===== config.mk =====
export PLATFORM = sky130hd
export DESIGN_NAME = top_fpga
export DESIGN_NICKNAME = d
export VERILOG_FILES = /design/src/rtl/top_fpga.sv
export SDC_FILE = /design/constraint.sdc
export NUM_CORES = 1
export LEC_CHECK = 0
export ABC_AREA = 1
export CAP_MARGIN = 20
export CORE_MARGIN = 2
export CORE_UTILIZATION = 55
export CTS_BUF_LIST = sky130_fd_sc_hd__clkbuf_4
export DETAILED_ROUTE_END_ITERATION = 10
export PLACE_DENSITY = 0.74
export REMOVE_ABC_BUFFERS = 1
export SYNTH_ARGS = -nofsm -noshare
export SYNTH_HDL_FRONTEND = slang
export SYNTH_SLANG_ARGS = --single-unit

===== constraint.sdc =====
create_clock -name clk -period 6.7 [get_ports clk]
set_input_delay 1.005 -clock clk [delete_from_list [all_inputs] [get_ports clk]]
set_output_delay 1.005 -clock clk [all_outputs]
set_load 0.01 [all_outputs]

===== src/rtl/top_fpga.sv =====
// Pattern capture / replay / PRBS-15 stream generator with a consecutive-pattern detector.
// Captures four bytes after reset, replays them N times, then emits PRBS-15 bytes.

module pattern_det (
    input  logic        clk,
    input  logic        rst,
    input  logic        en,
    input  logic [7:0]  data_in,
    input  logic [31:0] pattern,
    input  logic [7:0]  n_target,
    output logic        found
);
    logic [1:0] pattern_counter;
    logic [7:0] repeats;
    logic [7:0] exp_byte;
    logic [7:0] rep_inc;
    logic       match;

    // Expected byte for the current position, and saturating repeat increment
    always_comb begin
        exp_byte = 8'h00;
        case (pattern_counter)
            2'd0:    exp_byte = pattern[31:24];
            2'd1:    exp_byte = pattern[23:16];
            2'd2:    exp_byte = pattern[15:8];
            default: exp_byte = pattern[7:0];
        endcase
        match   = (data_in == exp_byte);
        rep_inc = (repeats == 8'hFF) ? 8'hFF : repeats + 8'd1;
    end

    always_ff @(posedge clk or posedge rst) begin
        if (rst) begin
            pattern_counter <= 2'd0;
            repeats         <= 8'd0;
            found           <= 1'b0;
        end else if (en) begin
            if (match) begin
                pattern_counter <= pattern_counter + 2'd1;
                if (pattern_counter == 2'd3) begin
                    repeats <= rep_inc;
                    if ((rep_inc == n_target) && (n_target != 8'd0))
                        found <= 1'b1;
                end
            end else begin
                repeats         <= 8'd0;
                // A mismatching byte may itself start a new pattern instance
                pattern_counter <= (data_in == pattern[31:24]) ? 2'd1 : 2'd0;
            end
        end
    end
endmodule

module top_fpga (
    input  logic       clk,
    input  logic       rst_n,
    input  logic [7:0] pattern_in,
    input  logic [7:0] n_repeats,
    output logic       pattern_found,
    output logic [7:0] prbs_out
);
    typedef enum logic [1:0] {CAPTURE, REPEAT, PRBS} phase_t;

    phase_t      phase, phase_nxt;
    logic [1:0]  byte_idx, byte_idx_nxt;
    logic [7:0]  pass_cnt, pass_cnt_nxt;
    logic [7:0]  pass_inc;
    logic [7:0]  n_lat;
    logic [31:0] data_parallel;
    logic [14:0] lfsr;
    logic [14:0] lfsr_adv;
    logic [14:0] seed;
    logic [7:0]  rep_byte;
    logic        finsh;
    logic        det_en;

    // Eight PRBS-15 steps per byte; the new bits land in [7:0], oldest in bit 7
    function automatic logic [14:0] lfsr_step8(input logic [14:0] s);
        logic [14:0] v;
        v = s;
        for (int i = 0; i < 8; i++)
            v = {v[13:0], v[14] ^ v[13]};
        return v;
    endfunction

    always_ff @(posedge clk or posedge rst_n) begin
        if (rst_n) begin
            phase    <= CAPTURE;
            byte_idx <= 2'd0;
            pass_cnt <= 8'd0;
        end else begin
            phase    <= phase_nxt;
            byte_idx <= byte_idx_nxt;
            pass_cnt <= pass_cnt_nxt;
        end
    end

    // Phase sequencing: 4 capture edges, 4*N replay edges, then PRBS forever
    always_comb begin
        phase_nxt    = phase;
        byte_idx_nxt = byte_idx;
        pass_cnt_nxt = pass_cnt;
        pass_inc     = pass_cnt + 8'd1;
        case (phase)
            CAPTURE: begin
                byte_idx_nxt = byte_idx + 2'd1;
                if (byte_idx == 2'd3) begin
                    pass_cnt_nxt = 8'd0;
                    phase_nxt    = (n_repeats == 8'd0) ? PRBS : REPEAT;
                end
            end
            REPEAT: begin
                byte_idx_nxt = byte_idx + 2'd1;
                if (byte_idx == 2'd3) begin
                    pass_cnt_nxt = pass_inc;
                    if (pass_inc == n_lat)
                        phase_nxt = PRBS;
                end
            end
            PRBS:    phase_nxt = PRBS;
            default: phase_nxt = CAPTURE;
        endcase
    end

    // Seed uses the fully captured word, including the byte arriving this edge
    always_comb begin
        seed     = {data_parallel[6:0], pattern_in};
        if (seed == 15'd0)
            seed = 15'h7FFF;
        lfsr_adv = lfsr_step8(lfsr);
        rep_byte = 8'h00;
        case (byte_idx)
            2'd0:    rep_byte = data_parallel[31:24];
            2'd1:    rep_byte = data_parallel[23:16];
            2'd2:    rep_byte = data_parallel[15:8];
            default: rep_byte = data_parallel[7:0];
        endcase
    end

    always_ff @(posedge clk or posedge rst_n) begin
        if (rst_n) begin
            data_parallel <= 32'd0;
            n_lat         <= 8'd0;
            lfsr          <= 15'd0;
            prbs_out      <= 8'd0;
            finsh         <= 1'b0;
            det_en        <= 1'b0;
        end else begin
            det_en <= (phase != CAPTURE);
            case (phase)
                CAPTURE: begin
                    data_parallel <= {data_parallel[23:0], pattern_in};
                    if (byte_idx == 2'd3) begin
                        n_lat <= n_repeats;
                        lfsr  <= seed;
                    end
                end
                REPEAT:  prbs_out <= rep_byte;
                PRBS: begin
                    lfsr     <= lfsr_adv;
                    prbs_out <= lfsr_adv[7:0];
                    finsh    <= 1'b1;
                end
                default: ;
            endcase
        end
    end

    pattern_det pattern_det_inst (
        .clk      (clk),
        .rst      (rst_n),
        .en       (det_en),
        .data_in  (prbs_out),
        .pattern  (data_parallel),
        .n_target (n_lat),
        .found    (pattern_found)
    );
endmodule


==> run summary <==
status = finished clean
Setup Fix Bufs, Post-CTS = 0
drt wl/cell = 15.61 um
CTS tree = yes
CP Cell Sequence = clkdlybuf4s50_1
Synth cell types = 35
clk slew on worst S/H paths = 0.15 ns
flops & latches, synth = 87
drt initial violations = 453
Die W = 102.6 um
register area share after synthesis = 40.70%
CTS Sinks = 87
Hold EP = lfsr[0]
total CTS buffers = 9
total track usage = 27.94%
WHS Path Cells = 2
Crit path arrival time = 1.49 ns
DRT Wirelength = 13940 um
Final Cycle Share = 37.25%
kind of end point of the critical path = primary output
total grt overflow = 0
Max Slew Vio Count = 0
Critical R2R Capture = lfsr[14]
Synth-to-Final Area Change = 8.819%
reg2reg start = phase[0]
layout cells sized above 1 = 5.759%
hold_buf cts = 0
min setup slack post-route = 4.204 ns
Syn Area/Cell = 7.170 um2
largest net degree at the start of global routing = 88
Multi-input gate area = 2705 um2
FP Rows = 35
type of origin of the critical path = flip-flop
Post-Syn Area = 5349 um2
worst r2r path cells = 8
# diodes = 0
Worst-Margin Slew = 0.8592 ns
Pleak = 2.777 nW
fmax = 400.6 MHz
flop2flop setup slack = 4.21 ns
Pre-antenna DRT Iters = 5
io pins = 27
Final min period = 2.496 ns
first-pass GRT wire length = 22900 um
Hold Path Class = flip-flop to flip-flop
root buffer cell = clkbuf_4
CP max stage cell = clkdlybuf4s50_1
final hold vios = 0
Initial Util = 57.34%
crit-path max FO = 5
worst slack at placement = 3.995 ns
Synth warnings = 0
Placed Area = 5627 um2
Setup-failing EPs final = 0
Critical Path RT = 5.69 ns
worst rel slew slack = 42.66%
Clock Path Buffers = 2
clock skew = 0.01710 ns
FILL cells = 836
Post-Layout Inst Area = 5821 um2
Core Area = 9328 um2
Max Cap Viol = 0
HPWL after DPL = 9725 um
cts repair resizes = 0
Mapped Cells = 746
family with the most delay on the worst path = buffers and inverters
critical path type = flip-flop to primary output
antenna viol nets, final = 0
vias in the first global route = 4615
worst path bufs/invs = 1
die height = 102.6 um
Worst-Skew Late Latency = 0.44 ns
final RePlAce weighted congestion = 0.8561
vias per cell = 5.666
Final nets = 791
H-tree Lvls = 3
worst hold start = lfsr[0]
DR vias = 5060
Setup TNS = 0 ns
initial antenna violation count = 0
peak supply drop = 0.0002224 V
area of the die = 10530 um2
PwrDens = 452.5 nW/um2
CP max stage delay = 0.57 ns
RSZ-0062 raised after global routing = false
PortBufs = 26
drt drc = 0
storage element area = 2177 um2
## worst min-delay path: cells and delay by family (launching register included)
family	cells	cell delay [ns]
DFF	1	0.37
and+or+nand+nor	2	0.11
## where the power goes
group          leakage, nW  internal (W)  switching [W]
logic                 1.60      0.000468       0.000888
clock network       0.0700      0.000114       0.000197
registers             1.11      0.000733       0.000233
total                 2.78       0.00132        0.00132
## cell usage in the layout (no fill, tap or decap), drive strengths merged, types with 2 or more instances in the layout
| cell | count |
|---|---|
| o211ai | 9 |
| a21oi | 24 |
| a31oi | 8 |
| clkinvlp | 2 |
| nand2 | 261 |
| or2 | 3 |
| nand4 | 21 |
| buf | 5 |
| xnor2 | 6 |
| nor2 | 41 |
| dfrtp | 87 |
| xor2 | 5 |
| o21ai | 76 |
| nor3 | 4 |
| ha | 14 |
| nand3 | 60 |
| inv | 78 |
| o22ai | 11 |
| clkinv | 5 |
| clkdlybuf4s50 | 26 |
| nor4 | 5 |
| clkbuf | 9 |
## cells in the mapped netlist
library cell  number  area share [%]
nand2_1          255              18
dfrtp_1           87              41
inv_1             77             5.4
o21ai_0           68             6.4
nand3_1           59             5.5
nor2_1            32             2.2
a21oi_1           24             2.2
nand4_1           18             2.1
ha_1              14             3.3
o22ai_1           11             1.3
clkbuf_1          10            0.70
o211ai_1           9             1.3
a31oi_1            8            0.94
buf_2              8            0.75
o21ai_1            8            0.75
nor2_2             6            0.70
xnor2_1            6            0.98
buf_6              5             1.1
nand2_2            5            0.58
nor4_1             5            0.58
xor2_1             5            0.82
nor3_1             4            0.37
buf_1              3            0.21
buf_4              3            0.42
nand4_2            3            0.70
or2_2              3            0.35
nor2_4             2            0.42
and2_1             1            0.12
clkinv_1           1           0.070
inv_4              1            0.12
nand2_4            1            0.21
nand3_2            1            0.19
nand3b_1           1            0.14
nor2_8             1            0.37
o21bai_1           1            0.14
## metal layers
layer | routed length, um | global-route usage (%) | vias up
li1 | - | - | 2483
met1 | 6493 | 41.69 | 2352
met2 | 6145 | 41.78 | 202
met3 | 1046 | 3.864 | 23
met4 | 257 | 9.744 | 0
met5 | 0 | 0 | -
## final cells by class
| class | count | share of cell area, % |
|---|---|---|
| multi-input combinational | 551 | 46.47 |
| sequential | 87 | 37.40 |
| timing repair buffer | 31 | 5.804 |
| inverter | 79 | 5.159 |
| tap | 129 | 2.773 |
| clock inverter | 7 | 1.225 |
| clock buffer | 9 | 1.161 |
## stage by stage
step                      std cells  util (%)  power [W]  hold slack [ns]
after floorplan                 717         -   0.001861           0.4442
after global placement          875     60.32   0.002244           0.4596
after detailed placement        875     60.32   0.002290           0.4612
after CTS                       891     61.81   0.002599           0.4943
after global routing            893     62.40   0.002846           0.5093
final                           893     62.40   0.002634           0.4915
## worst max-delay path by stage
stage / startpoint / endpoint / slack [ns] / cells after the start
after floorplan: rst_n / byte_idx[0] / 3.44 / 1
after global placement: pattern_in[4] / lfsr[0] / 4.02 / 6
after detailed placement: pattern_in[4] / lfsr[12] / 4.00 / 6
after CTS: pattern_det_inst.pattern_counter[1] / pattern_det_inst.repeats[0] / 4.11 / 10
after global routing: phase[0] / lfsr[14] / 4.07 / 8
final: prbs_out[4] / prbs_out[4] / 4.20 / 1
## registers in the layout, summed over array words and instances (netlist names)
| register | cells |
|---|---|
| pattern_det_inst.repeats | 8 |
| pattern_det_inst.found | 1 |
| n_lat | 8 |
| data_parallel | 32 |
| det_en | 1 |
| lfsr | 15 |
| byte_idx | 2 |
| prbs_out | 8 |
| phase | 2 |
| pass_cnt | 8 |
| pattern_det_inst.pattern_counter | 2 |
## cells by family (layout without fill, tap and decap cells)
group	after synthesis	after routing	share of synthesized area, %
compound gates	129	129	12.98
xor+xnor	11	11	1.801
fa+ha+maj	14	14	3.275
buf+inv	108	126	8.725
flops	87	87	40.70
simple gates	397	397	32.52
Power figures use the tool's default switching activity.
